`src/rtl/uart_tx_arb.sv`:
```
// Round-robin arbiter in front of a single UART transmitter core: grants one requester,
// hands its byte over with a start pulse, waits for the frame (watchdogged), then idles a gap.
module uart_tx_arb #(
  parameter  int DATAWIDTH  = 8,
  parameter  int NUM_REQ    = 4,
  parameter  int GAP_CYCLES = 16,
  parameter  int TIMEOUT    = 65535,
  localparam int ID_W       = (NUM_REQ > 1) ? $clog2(NUM_REQ) : 1
) (
  input  logic                           clk,
  input  logic                           rst,
  input  logic [NUM_REQ-1:0]             req,
  input  logic [NUM_REQ*DATAWIDTH-1:0]   req_data,
  output logic [NUM_REQ-1:0]             grant,
  output logic [DATAWIDTH-1:0]           tx_data,
  output logic                           tx_start,
  input  logic                           tx_busy,
  input  logic                           tx_done,
  output logic [ID_W-1:0]                grant_id,
  output logic                           arb_busy,
  output logic                           timeout_err
);

  localparam int WD_W  = $clog2(TIMEOUT) + 1;
  localparam int GAP_W = $clog2(GAP_CYCLES) + 1;

  typedef enum logic [2:0] {IDLE, START, WAIT_BUSY, WAIT_DONE, GAP} state_t;

  // With no gap configured a finished (or abandoned) frame returns straight to IDLE.
  localparam state_t AFTER_FRAME = (GAP_CYCLES == 0) ? IDLE : GAP;

  state_t               state_q, state_d;
  logic [ID_W-1:0]      last_q, last_d;
  logic [ID_W-1:0]      grant_id_q, grant_id_d;
  logic [DATAWIDTH-1:0] tx_data_q, tx_data_d;
  logic [NUM_REQ-1:0]   grant_q, grant_d;
  logic                 tx_start_q, tx_start_d;
  logic                 timeout_q, timeout_d;
  logic [WD_W-1:0]      wd_q, wd_d, wd_inc;
  logic [GAP_W-1:0]     gap_q, gap_d, gap_inc;

  logic                 any_req;
  logic [ID_W-1:0]      win, idx;
  logic [DATAWIDTH-1:0] win_data;
  logic [NUM_REQ-1:0]   win_onehot;

  // Rotating search beginning just after the previous winner.
  always_comb begin
    any_req = 1'b0;
    win     = last_q;
    idx     = last_q;
    for (int k = 0; k < NUM_REQ; k++) begin
      idx = (idx == ID_W'(NUM_REQ - 1)) ? '0 : idx + ID_W'(1);
      if (!any_req && req[idx]) begin
        any_req = 1'b1;
        win     = idx;
      end
    end
  end

  always_comb begin
    win_data   = '0;
    win_onehot = '0;
    for (int k = 0; k < NUM_REQ; k++) begin
      if (win == ID_W'(k)) begin
        win_data      = req_data[k*DATAWIDTH +: DATAWIDTH];
        win_onehot[k] = 1'b1;
      end
    end
  end

  // NOTE: every signal this block drives gets a default first, so no path can infer a latch.
  always_comb begin
    state_d    = state_q;
    last_d     = last_q;
    grant_id_d = grant_id_q;
    tx_data_d  = tx_data_q;
    grant_d    = '0;
    tx_start_d = 1'b0;
    timeout_d  = 1'b0;
    wd_d       = wd_q;
    gap_d      = gap_q;
    wd_inc     = (wd_q == WD_W'(TIMEOUT)) ? wd_q : wd_q + WD_W'(1);
    gap_inc    = (gap_q == GAP_W'(GAP_CYCLES)) ? gap_q : gap_q + GAP_W'(1);

    unique case (state_q)
      IDLE: begin
        if (any_req) begin
          state_d    = START;
          last_d     = win;
          grant_id_d = win;
          tx_data_d  = win_data;
          grant_d    = win_onehot;
          tx_start_d = 1'b1;
        end
      end
      START: begin
        state_d = WAIT_BUSY;
        wd_d    = '0;
      end
      WAIT_BUSY, WAIT_DONE: begin
        wd_d = wd_inc;
        // Completion beats an expiry landing on the same edge.
        if (tx_done) begin
          state_d = AFTER_FRAME;
        end else if (wd_inc == WD_W'(TIMEOUT)) begin
          state_d   = AFTER_FRAME;
          timeout_d = 1'b1;
        end else if (state_q == WAIT_BUSY && tx_busy) begin
          state_d = WAIT_DONE;
        end
      end
      GAP: begin
        gap_d = gap_inc;
        if (gap_inc == GAP_W'(GAP_CYCLES)) state_d = IDLE;
      end
      default: state_d = IDLE;
    endcase

    if (state_d == GAP && state_q != GAP) gap_d = '0;
  end

  // NOTE: state registers use non-blocking assignments so every flop samples pre-edge values.
  always_ff @(posedge clk) begin
    if (rst) begin
      state_q    <= IDLE;
      last_q     <= ID_W'(NUM_REQ - 1);
      grant_id_q <= '0;
      tx_data_q  <= '0;
      grant_q    <= '0;
      tx_start_q <= 1'b0;
      timeout_q  <= 1'b0;
      wd_q       <= '0;
      gap_q      <= '0;
    end else begin
      state_q    <= state_d;
      last_q     <= last_d;
      grant_id_q <= grant_id_d;
      tx_data_q  <= tx_data_d;
      grant_q    <= grant_d;
      tx_start_q <= tx_start_d;
      timeout_q  <= timeout_d;
      wd_q       <= wd_d;
      gap_q      <= gap_d;
    end
  end

  assign grant       = grant_q;
  assign tx_start    = tx_start_q;
  assign tx_data     = tx_data_q;
  assign grant_id    = grant_id_q;
  assign timeout_err = timeout_q;
  assign arb_busy    = (state_q != IDLE);

endmodule

```
`config.mk`:
```
export PLATFORM = sky130hd
export DESIGN_NAME = uart_tx_arb
export DESIGN_NICKNAME = d
export VERILOG_FILES = /design/src/rtl/uart_tx_arb.sv
export SDC_FILE = /design/constraint.sdc
export NUM_CORES = 1
export LEC_CHECK = 0
export ABC_AREA = 0
export CAP_MARGIN = 25
export CELL_PAD_IN_SITES_DETAIL_PLACEMENT = 1
export CELL_PAD_IN_SITES_GLOBAL_PLACEMENT = 1
export CORE_UTILIZATION = 33
export CTS_CLUSTER_SIZE = 14
export DETAILED_ROUTE_END_ITERATION = 8
export PLACE_DENSITY_LB_ADDON = 0.2
export REMOVE_ABC_BUFFERS = 1
export SLEW_MARGIN = 0
export SYNTH_ARGS = -nofsm -noshare
export SYNTH_HDL_FRONTEND = slang
export SYNTH_SLANG_ARGS = --single-unit
```
`constraint.sdc`:
```
create_clock -name clk -period 2.5 [get_ports clk]
set_input_delay 0.5 -clock clk [delete_from_list [all_inputs] [get_ports clk]]
set_output_delay 0.5 -clock clk [all_outputs]
set_load 0.02 [all_outputs]
```
==> key figures, run 1 <==
Status
  – Outcome: finished clean

Logic synthesis
  – Yosys reg bits: 43
  – Cells after synthesis: 335
  – Post-Synth Adder-Cell Area: 0.0191
  – Post-synthesis mux area share: 0.0467
  – Synth Warn #: 0
  – Post-Synth XOR/XNOR Area: 0.0133
  – Syn Area/Cell: about 7.8 um2
  – Most frequent cell after synthesis: dfxtp_1
  – Compound-Gate Fraction of Synth Area: 0.254
  – Ys flop type: dfxtp_1
  – Synth area leader: dfxtp_1
  – Ys async rst share: 0
  – Synth area leaders: dfxtp_1, nor2_1, a21oi_1
  – Number of synthesized flops with an enable pin: 0
  – Post-Synthesis Cell Area: 2630 um2
  – Post-synthesis sequential area ratio: 0.328
  – Area fraction of the dominant cell type after synthesis: 0.328
  – Most frequent cells after synthesis: dfxtp_1, nor2_1, nand2_1, a21oi_1, o21ai_0
  – Distinct cells, synth: 64
  – Simple-gate share of the synthesized area: 0.293
  – Largest family of logic cells by synthesized area: simple AND/OR/NAND/NOR gates

Critical path
  – CP Capture Type: flip-flop
  – Critical Path RT: approximately 2.7 ns
  – R2R setup slack: roughly 0.052 ns
  – Crit path DAT: around 2.7 ns
  – Crit path max fanout: 6
  – Worst reg2reg endpoint: tx_data[0]$_SDFFE_PP0P_
  – FF-to-FF Start: last_q[1]$_SDFFE_PP1P_
  – Startpoint type of the worst setup path: flip-flop
  – CP Class: flip-flop to flip-flop
  – Worst R2R Path Depth: 12

Timing
  – Slew margin rel.: 0.608
  – Setup TNS: 0 ns
  – FMAX: 409 MHz
  – Least-Margin Pin Slew: around 0.59 ns
  – # setup viols final: 0
  – Final Skew: around 0.0089 ns
  – Final worst-path cycle share: 0.979
  – Final Hold Vio Count: 0
  – Final hold slack: just under 0.5 ns
  – Final slew viol count: 0
  – Tmin final: between 2 and 2.5 ns

Place
  – # port buffers: 56
  – Placed instance count: approximately 520
  – Dpl hpwl: 6.36 mm
  – Placed Area: 3600 um2
  – Gp weighted congestion: roughly 0.90

Detailed routing
  – Residual DRC: 0
  – Via density: about 5.4
  – First drt pass iteration count: 4
  – Post-route ant nets: 0
  – Initial DRC Count: 186
  – Wire length per cell: 16.5 um
  – Vias: about 2900
  – Routed Wire Length: 8.73 mm

Global route
  – Global-route wire length before repair: about 14 mm
  – Gr usage total: 0.206
  – Grt total ovfl: 0
  – Pin count of the biggest net entering global routing: 27
  – Initial antenna violation count: 0
  – Vias in the first global route: between 2000 and 3000

Cells and area
  – Fin cells: 530
  – Inserted Diodes: 0
  – Nets: roughly 470
  – Post-route cell area: ~3800 um2
  – Share of layout cells above drive strength 1: 0.208
  – Area growth, synth to finish: 45.7%

Clocking
  – Htree depth: 2
  – Clk_lat worst skew: around 0.30 ns
  – CTS Buffer Depth: 2
  – Worst-path clk slew: approximately 0.090 ns
  – CTS tree: done
  – Post-cts hold buffer count: 0
  – CTS root buffer: clkbuf_8
  – CTS Sinks: 43
  – Cts bufs inserted: 5

Floorplan
  – Die height: 91.2 um
  – IO Pins: between 50 and 60
  – Total die area: just over 8000 um2
  – Core ar.: a little under 8000 um2
  – Row count: 32
  – Starting Density: 0.340
  – Die width: ~90 um

Power
  – Switching Fraction: 0.377
  – Peak supply drop: 0.000411 V
  – NetSw: around 1.1 mW
  – Leak: ~1.5 nW
  – PwrDens: 760 nW/um2
  – Comb power frac: 0.527
  – Clock share of power: 0.168
  – Sequential power share: 0.305
  – Internal power: 1.81 mW
  – Power Total: 2.91 mW

Hold path
  – HP Start: grant_id[0]$_SDFFE_PP0P_
  – Worst Hold End: grant_id[0]$_SDFFE_PP0P_
  – HP Class: flip-flop to flip-flop
  – Worst hold path cell count: 2

Job
  – MaxCap Viol Count: 0
## per-layer routing
layer,global-route usage,vias up,wire length [um]
li1,-,1421,-
met1,0.266,1381,4040
met2,0.352,63,4190
met3,0.0444,7,412
met4,0.0437,0,84
met5,0,-,0
## worst max path at each step
stage	startpoint	end	slack, ns	cells after the start
floorplan	last_q[0]$_SDFFE_PP1P_	tx_data[0]$_SDFFE_PP0P_	-0.28	8
global placement	req[2]	tx_data[1]$_SDFFE_PP0P_	-0.38	8
detailed placement	req[2]	tx_data[5]$_SDFFE_PP0P_	-0.46	8
CTS	req[2]	tx_data[5]$_SDFFE_PP0P_	0.003	8
global route	last_q[0]$_SDFFE_PP1P_	tx_data[0]$_SDFFE_PP0P_	-0.06	12
finish	last_q[1]$_SDFFE_PP1P_	tx_data[0]$_SDFFE_PP0P_	0.05	12
## power groups by stage
stage          clock [mW]  sequential, mW  combinational, mW
2_1_floorplan           0            1.01              0.573
4_1_cts             0.502           0.879               1.40
3_3_place_gp            0           0.891               1.35
6_report            0.490           0.886               1.53
3_5_place_dp            0           0.891               1.38
5_1_grt             0.542           0.902               1.65
## final cells by class
type / count / area [um2]
Timing Repair Buffer: 107 / 961
Sequential cell: 43 / 867
Tap cell: 102 / 128
Inverter: 8 / 30.0
Fill cell: 935 / 3900
Clock buffer: 7 / 86.3
Clock inverter: 1 / 8.76
Multi-Input combinational cell: 262 / 1750
## layout by cell type, fill, tap and decap left out, types with 3 or more instances in the layout
master / Yosys / routed
a311oi_1: 4 / 4
ha_1: 4 / 3
clkdlybuf4s50_1: 0 / 53
o21ai_1: 0 / 3
and3_1: 6 / 5
a22oi_1: 3 / 3
a221o_1: 9 / 9
clkbuf_8: 0 / 6
nand2_1: 31 / 31
o31ai_1: 4 / 3
o21ai_0: 21 / 18
nor2_1: 39 / 37
and4_1: 3 / 3
dfxtp_1: 43 / 38
a21oi_1: 28 / 27
nand3_1: 10 / 9
inv_1: 8 / 8
nor3_1: 13 / 12
dfxtp_2: 0 / 5
mux2i_1: 10 / 9
nand2b_1: 7 / 7
buf_4: 1 / 50
nand4_1: 4 / 4
or2_2: 3 / 3
xnor2_1: 3 / 3
nor4_4: 1 / 3
and2_1: 6 / 6
nor2b_1: 4 / 4
## state kept, by name (all words and copies together) (netlist names)
signal and flops:
wd_q 17, tx_data 8, gap_q 5, grant 4, state_q 3, grant_id 2, last_q 2, timeout_err 1
tx_start 1
## cells by family after synthesis
family                   after synthesis
AND/OR/NAND/NOR                      145
multiplexers                          12
buffers and inverters                 30
adder cells (fa/ha/maj)                4
AO/OA/AOI/OAI                         97
XOR/XNOR                               4
flip-flops                            43
## through the flow
stage          utilization  setup WS [ns]
6_report             0.495         0.0522
5_1_grt              0.495        -0.0580
4_1_cts              0.480        0.00286
3_5_place_dp         0.466         -0.460
3_3_place_gp         0.466         -0.385
2_1_floorplan            -         -0.279
## critical path, cell delays in order (launching register included)
cell	delay (ns)
dfxtp_2	0.35
ha_4	0.15
buf_4	0.16
o21ba_2	0.24
buf_4	0.13
a31oi_1	0.20
and3_1	0.22
o31ai_2	0.07
buf_4	0.17
buf_12	0.14
mux2i_2	0.16
o21ai_0	0.09
a221o_1	0.26
## what timing repair did
item,4_1_cts,5_1_grt
gates resized for setup,6,26
pin swaps,0,4
setup endpoints to repair,8,15
setup buffers,0,3
Power figures use the tool's default switching activity.
==> inputs of run 2 (changes only) <==
- CORE_MARGIN: not set -> 5
==> key figures, run 2 (synthesis gave the netlist of run 1 again) <==
Floorplan
  – Row count: 32 (unchanged)
  – Starting Density: 0.340 (unchanged)
  – IO Pins: 57 (unchanged)
  – Total die area: 9840 um2 (+18%)
  – Core ar.: 7730 um2 (unchanged)
  – Die width: 99.2 um (+8.8%)
  – Die height: 99.2 um (+8.8%)

Clocking
  – Htree depth: 2 (unchanged)
  – Cts bufs inserted: 5 (unchanged)
  – CTS Sinks: 43 (unchanged)
  – Worst-path clk slew: 0.08 ns (about the same)
  – CTS Buffer Depth: 2 (unchanged)
  – CTS root buffer: clkbuf_8
  – Clk_lat worst skew: 0.30 ns (about the same)
  – Post-cts hold buffer count: 0 (unchanged)
  – CTS tree: done

Global route
  – Pin count of the biggest net entering global routing: 18 (-33%)
  – Initial antenna violation count: 0 (unchanged)
  – Grt total ovfl: 0 (unchanged)
  – Vias in the first global route: 3101 (+7.5%)
  – Global-route wire length before repair: 15.0 mm (+7.5%)
  – Gr usage total: 0.184 (-0.0217)

Timing
  – RSZ-0062 raised after global routing: yes
  – Final worst-path cycle share: 0.976 (-0.00292)
  – Slew margin rel.: 0.653 (+0.0451)
  – FMAX: 410 MHz (+0.30%)
  – Final Hold Vio Count: 0 (unchanged)
  – Final hold slack: 0.495 ns (+0.00866 ns)
  – Final Skew: 0.00487 ns (-0.00398 ns)
  – Least-Margin Pin Slew: 0.519 ns (-0.0675 ns)
  – Tmin final: 2.44 ns (-0.00730 ns)
  – # setup viols final: 0 (unchanged)
  – Final slew viol count: 0 (unchanged)

Cells and area
  – Area growth, synth to finish: 49.2%
  – Util after Layout: 0.507 (+0.0117)
  – Fin cells: 541 (+2.1%)
  – Share of layout cells above drive strength 1: 0.219 (+0.0107)
  – Max FFs per register: 17 (unchanged)
  – Post-route cell area: 3920 um2 (+2.4%)
  – Most frequent cells in the layout: buf_4, clkdlybuf4s50_1, dfxtp_1
  – Nets: 482 (+2.3%)
  – Largest Register: wd_q
  – Most common cell after layout, fill and taps aside: buf_4
  – Inserted Diodes: 0 (unchanged)

Status
  – Outcome: finished clean

Place
  – # port buffers: 56 (unchanged)
  – Dpl hpwl: 6.76 mm (+6.4%)
  – Placed instance count: 527 (+1.5%)
  – Gp weighted congestion: 0.878 (-1.9%)
  – Placed Area: 3640 um2 (+1.3%)

Detailed routing
  – First drt pass iteration count: 4 (unchanged)
  – Via density: 5.39 (-0.57%)
  – Post-route ant nets: 0 (unchanged)
  – Wire length per cell: 17.0 um (+3.5%)
  – Vias: 2915 (+1.5%)
  – Routed Wire Length: 9.22 mm (+5.7%)
  – Residual DRC: 0 (unchanged)
  – Initial DRC Count: 97 (-48%)

Hold path
  – HP Class: flip-flop to flip-flop

Power
  – Peak supply drop: 0.000431 V (+5.0%)
  – Leak: 1.52 nW (+4.1%)
  – PwrDens: 764 nW/um2 (+0.52%)

Critical path
  – Crit path DAT: 2.64 ns (about the same)
  – Critical Path RT: 2.70 ns (about the same)
  – CP Class: flip-flop to flip-flop
  – Crit path max fanout: 8 (+2)
  – Startpoint type of the worst setup path: flip-flop
  – CP Capture Type: flip-flop

Job
  – MaxCap Viol Count: 0 (unchanged)
-- run 2: cell count changes in the layout (fill, tap and decap cells not counted), sizes merged --
cell and change:
buf +11, dlygate4sd2 +2, clkdlybuf4s15 -1, clkdlybuf4s50 -1
-- run 2: where the power goes --
group	internal [mW]	switching (mW)
sequential	0.808	0.0714
clock	0.197	0.252
combinational	0.850	0.816
-- run 2: through the flow --
| stage | setup slack (ns) | power [mW] | setup TNS, ns |
|---|---|---|---|
| after floorplan | -0.279 | 1.58 | -2.31 |
| after global placement | -0.362 | 2.19 | -3.32 |
| after detailed placement | -0.567 | 2.22 | -4.87 |
| after CTS | 0.00234 | 2.88 | 0 |
| after global routing | -0.0560 | 3.16 | -0.289 |
| final | 0.0595 | 2.99 | 0 |
-- run 2: worst paths after layout --
check,startpoint,end,slack (ns),cells past startpoint
worst min-delay path,grant_id[0]$_SDFFE_PP0P_,grant_id[0]$_SDFFE_PP0P_,0.49,2
worst max register to register,last_q[0]$_SDFFE_PP1P_,tx_data[1]$_SDFFE_PP0P_,0.06,11
worst min register to register,grant_id[0]$_SDFFE_PP0P_,grant_id[0]$_SDFFE_PP0P_,0.49,2
worst max-delay path,last_q[0]$_SDFFE_PP1P_,tx_data[1]$_SDFFE_PP0P_,0.06,11
-- run 2: critical path, stage by stage (launching register included) --
cell     delay, ns
dfxtp_2       0.34
buf_4         0.17
or2_4         0.28
buf_4         0.15
and3_1        0.21
o31ai_4       0.29
o31ai_4       0.12
buf_6         0.15
buf_4         0.13
mux2i_1       0.15
o21ai_1       0.10
a221o_1       0.25
-- run 2: area by class of cell --
type                       instances  area [um2]
clock buffer                       7        76.3
fill                             939        3810
multi-input combinational        262        1760
clock inverter                     1        5.00
tap                              102         128
inverter                           8        30.0
timing repair buffer             118        1050
sequential                        43         863
-- run 2: routing by layer --
| layer | global-route usage | share of wire | vias to the layer above |
|---|---|---|---|
| li1 | - | - | 1438 |
| met1 | 0.228 | 0.44 | 1394 |
| met2 | 0.306 | 0.47 | 65 |
| met3 | 0.0554 | 0.060 | 18 |
| met4 | 0.0599 | 0.021 | 0 |
| met5 | 0 | 0 | - |
-- run 2: timing repair --
| action | in CTS | in global routing |
|---|---|---|
| endpoints found under the hold margin | 0 | 0 |
| gates resized for setup | 16 | 23 |
| pin swaps | 2 | 11 |
| setup endpoints to repair | 9 | 14 |
| buffers inserted | 6 | 1 |
| cloned | 0 | 0 |
==> inputs of run 3 (changes only) <==
- GPL_TIMING_DRIVEN: not set -> 0
- REMOVE_ABC_BUFFERS: 1 -> not set
==> key figures, run 3 (synthesis gave the netlist of run 1 again) <==
Status
  – Outcome: finished clean

Power
  – Power Total: 2.88 mW (-3.8%)
  – Peak supply drop: 0.000301 V (-30%)
  – PwrDens: 799 nW/um2 (+4.5%)
  – Leak: 1.27 nW (-16%)

Detailed routing
  – Wire length per cell: 17.1 um (+0.59%)
  – Residual DRC: 0 (unchanged)
  – Via density: 5.49 (+1.9%)
  – Routed Wire Length: 8.64 mm (-6.3%)
  – Initial DRC Count: 72 (-26%)
  – Vias: 2768 (-5.0%)
  – Post-route ant nets: 0 (unchanged)
  – First drt pass iteration count: 4 (unchanged)

Floorplan
  – Die width: 99.2 um (unchanged)
  – Die height: 99.2 um (unchanged)
  – Starting Density: 0.340 (unchanged)
  – Row count: 32 (unchanged)
  – IO Pins: 57 (unchanged)
  – Core ar.: 7730 um2 (unchanged)
  – Total die area: 9840 um2 (unchanged)

Clocking
  – CTS root buffer: clkbuf_8
  – CTS Buffer Depth: 2 (unchanged)
  – Htree depth: 2 (unchanged)
  – CTS Sinks: 43 (unchanged)
  – Post-cts hold buffer count: 0 (unchanged)
  – CTS tree: done
  – Cts bufs inserted: 5 (unchanged)
  – Worst-path clk slew: 0.09 ns (about the same)
  – Clk_lat worst skew: 0.30 ns (about the same)

Global route
  – Global-route wire length before repair: 14.0 mm (-6.6%)
  – Met1 usage: 0.217 (-0.0115)
  – Gr usage total: 0.172 (-0.0121)
  – Grt total ovfl: 0 (unchanged)
  – GRT met3 Usage: 0.0259 (-0.0295)
  – Initial antenna violation count: 0 (unchanged)
  – GRT Max-Usage Layer: met2
  – Pin count of the biggest net entering global routing: 16 (-2)
  – GR Layer Usage met2: 0.311 (+0.00517)
  – Vias in the first global route: 2792 (-10%)

Cells and area
  – Most frequent cells in the layout: clkdlybuf4s50_1, nor2_1, dfxtp_1
  – Area growth, synth to finish: 37.3%
  – Post-route cell area: 3600 um2 (-8.0%)
  – Nets: 445 (-7.7%)
  – Most common cell after layout, fill and taps aside: clkdlybuf4s50_1
  – Max FFs per register: 17 (unchanged)
  – Fin cells: 504 (-6.8%)
  – Filler Cell Count: 938 (-0.11%)
  – Share of layout cells above drive strength 1: 0.147 (-0.0719)
  – Area occupied by multi-input gates: 1760 um2 (-0.14%)
  – Util after Layout: 0.466 (-0.0405)
  – Reg area: 870 um2 (+0.72%)
  – Inserted Diodes: 0 (unchanged)
  – Largest Register: wd_q

Timing
  – # setup viols final: 0 (unchanged)
  – Final Skew: 0.00800 ns (+0.00312 ns)
  – Slew margin rel.: 0.539 (-0.114)
  – Tmin final: 2.42 ns (-0.0242 ns)
  – Final worst-path cycle share: 0.967 (-0.00967)
  – Final slew viol count: 0 (unchanged)
  – Least-Margin Pin Slew: 0.690 ns (+0.171 ns)
  – Final hold slack: 0.472 ns (-0.0234 ns)
  – Setup TNS: 0 ns (unchanged)
  – Final worst slack: 0.0837 ns (+0.0242 ns)
  – FMAX: 414 MHz (+1.0%)
  – Final Hold Vio Count: 0 (unchanged)

Logic synthesis
  – Syn nets: roughly 380

Critical path
  – CP Capture Type: flip-flop
  – Crit path DAT: 2.61 ns (-0.03 ns)
  – Startpoint type of the worst setup path: flip-flop
  – Critical Path RT: 2.69 ns (about the same)
  – R2R setup slack: 0.08 ns (+0.02 ns)
  – Crit path max fanout: 8 (unchanged)
  – CP Class: flip-flop to flip-flop

Hold path
  – HP Class: flip-flop to flip-flop

Job
  – MaxCap Viol Count: 0 (unchanged)

Place
  – Dpl hpwl: 6.31 mm (-6.8%)
  – # port buffers: 54 (-3.6%)
  – Gp weighted congestion: 0.844 (-3.9%)
  – Placed instance count: 491 (-6.8%)
  – Pre-CTS setup slack: -0.767 ns (-0.201 ns)
  – Placed Area: 3290 um2 (-9.6%)
==> run 3: worst max-delay path, cell delays in order, from the launching register on <==
cell and delay (ns):
dfxtp_2 0.34, ha_4 0.24, buf_8 0.13, buf_4 0.14, nor4b_2 0.15, buf_4 0.16, o31ai_4 0.39, buf_6 0.20
mux2i_1 0.21, o21ai_1 0.09, a221o_1 0.26
==> run 3: timing repair <==
item	4_1_cts	5_1_grt
pin swaps	3	7
gates cloned	1	0
gates resized for setup	25	24
setup endpoints to repair	19	18
setup buffers	4	5
==> run 3: layout make-up <==
| cell class | count | area share |
|---|---|---|
| tap | 102 | 0.0354 |
| buffer | 17 | 0.0243 |
| inverter | 8 | 0.00937 |
| sequential | 43 | 0.241 |
| timing repair buffer | 64 | 0.170 |
| clock inverter | 3 | 0.0128 |
| clock buffer | 5 | 0.0191 |
| multi-input combinational | 262 | 0.488 |
==> run 3: power by group <==
group	total, mW	leakage, nW	internal [mW]	switching (mW)
registers	0.885	0.352	0.809	0.0765
clock network	0.566	0.0548	0.301	0.265
logic	1.43	0.864	0.696	0.731
==> run 3: worst paths after layout <==
path | from | end | cells past startpoint
worst max-delay path | last_q[0]$_SDFFE_PP1P_ | tx_data[1]$_SDFFE_PP0P_ | 10
worst max register to register | last_q[0]$_SDFFE_PP1P_ | tx_data[1]$_SDFFE_PP0P_ | 10
worst min-delay path | grant_id[0]$_SDFFE_PP0P_ | grant_id[0]$_SDFFE_PP0P_ | 2
worst min register to register | grant_id[0]$_SDFFE_PP0P_ | grant_id[0]$_SDFFE_PP0P_ | 2
==> run 3: per-layer routing <==
layer	wire, um	vias to the layer above
met3	212	8
li1	-	1368
met2	4410	32
met1	3920	1360
met5	0	-
met4	93	0
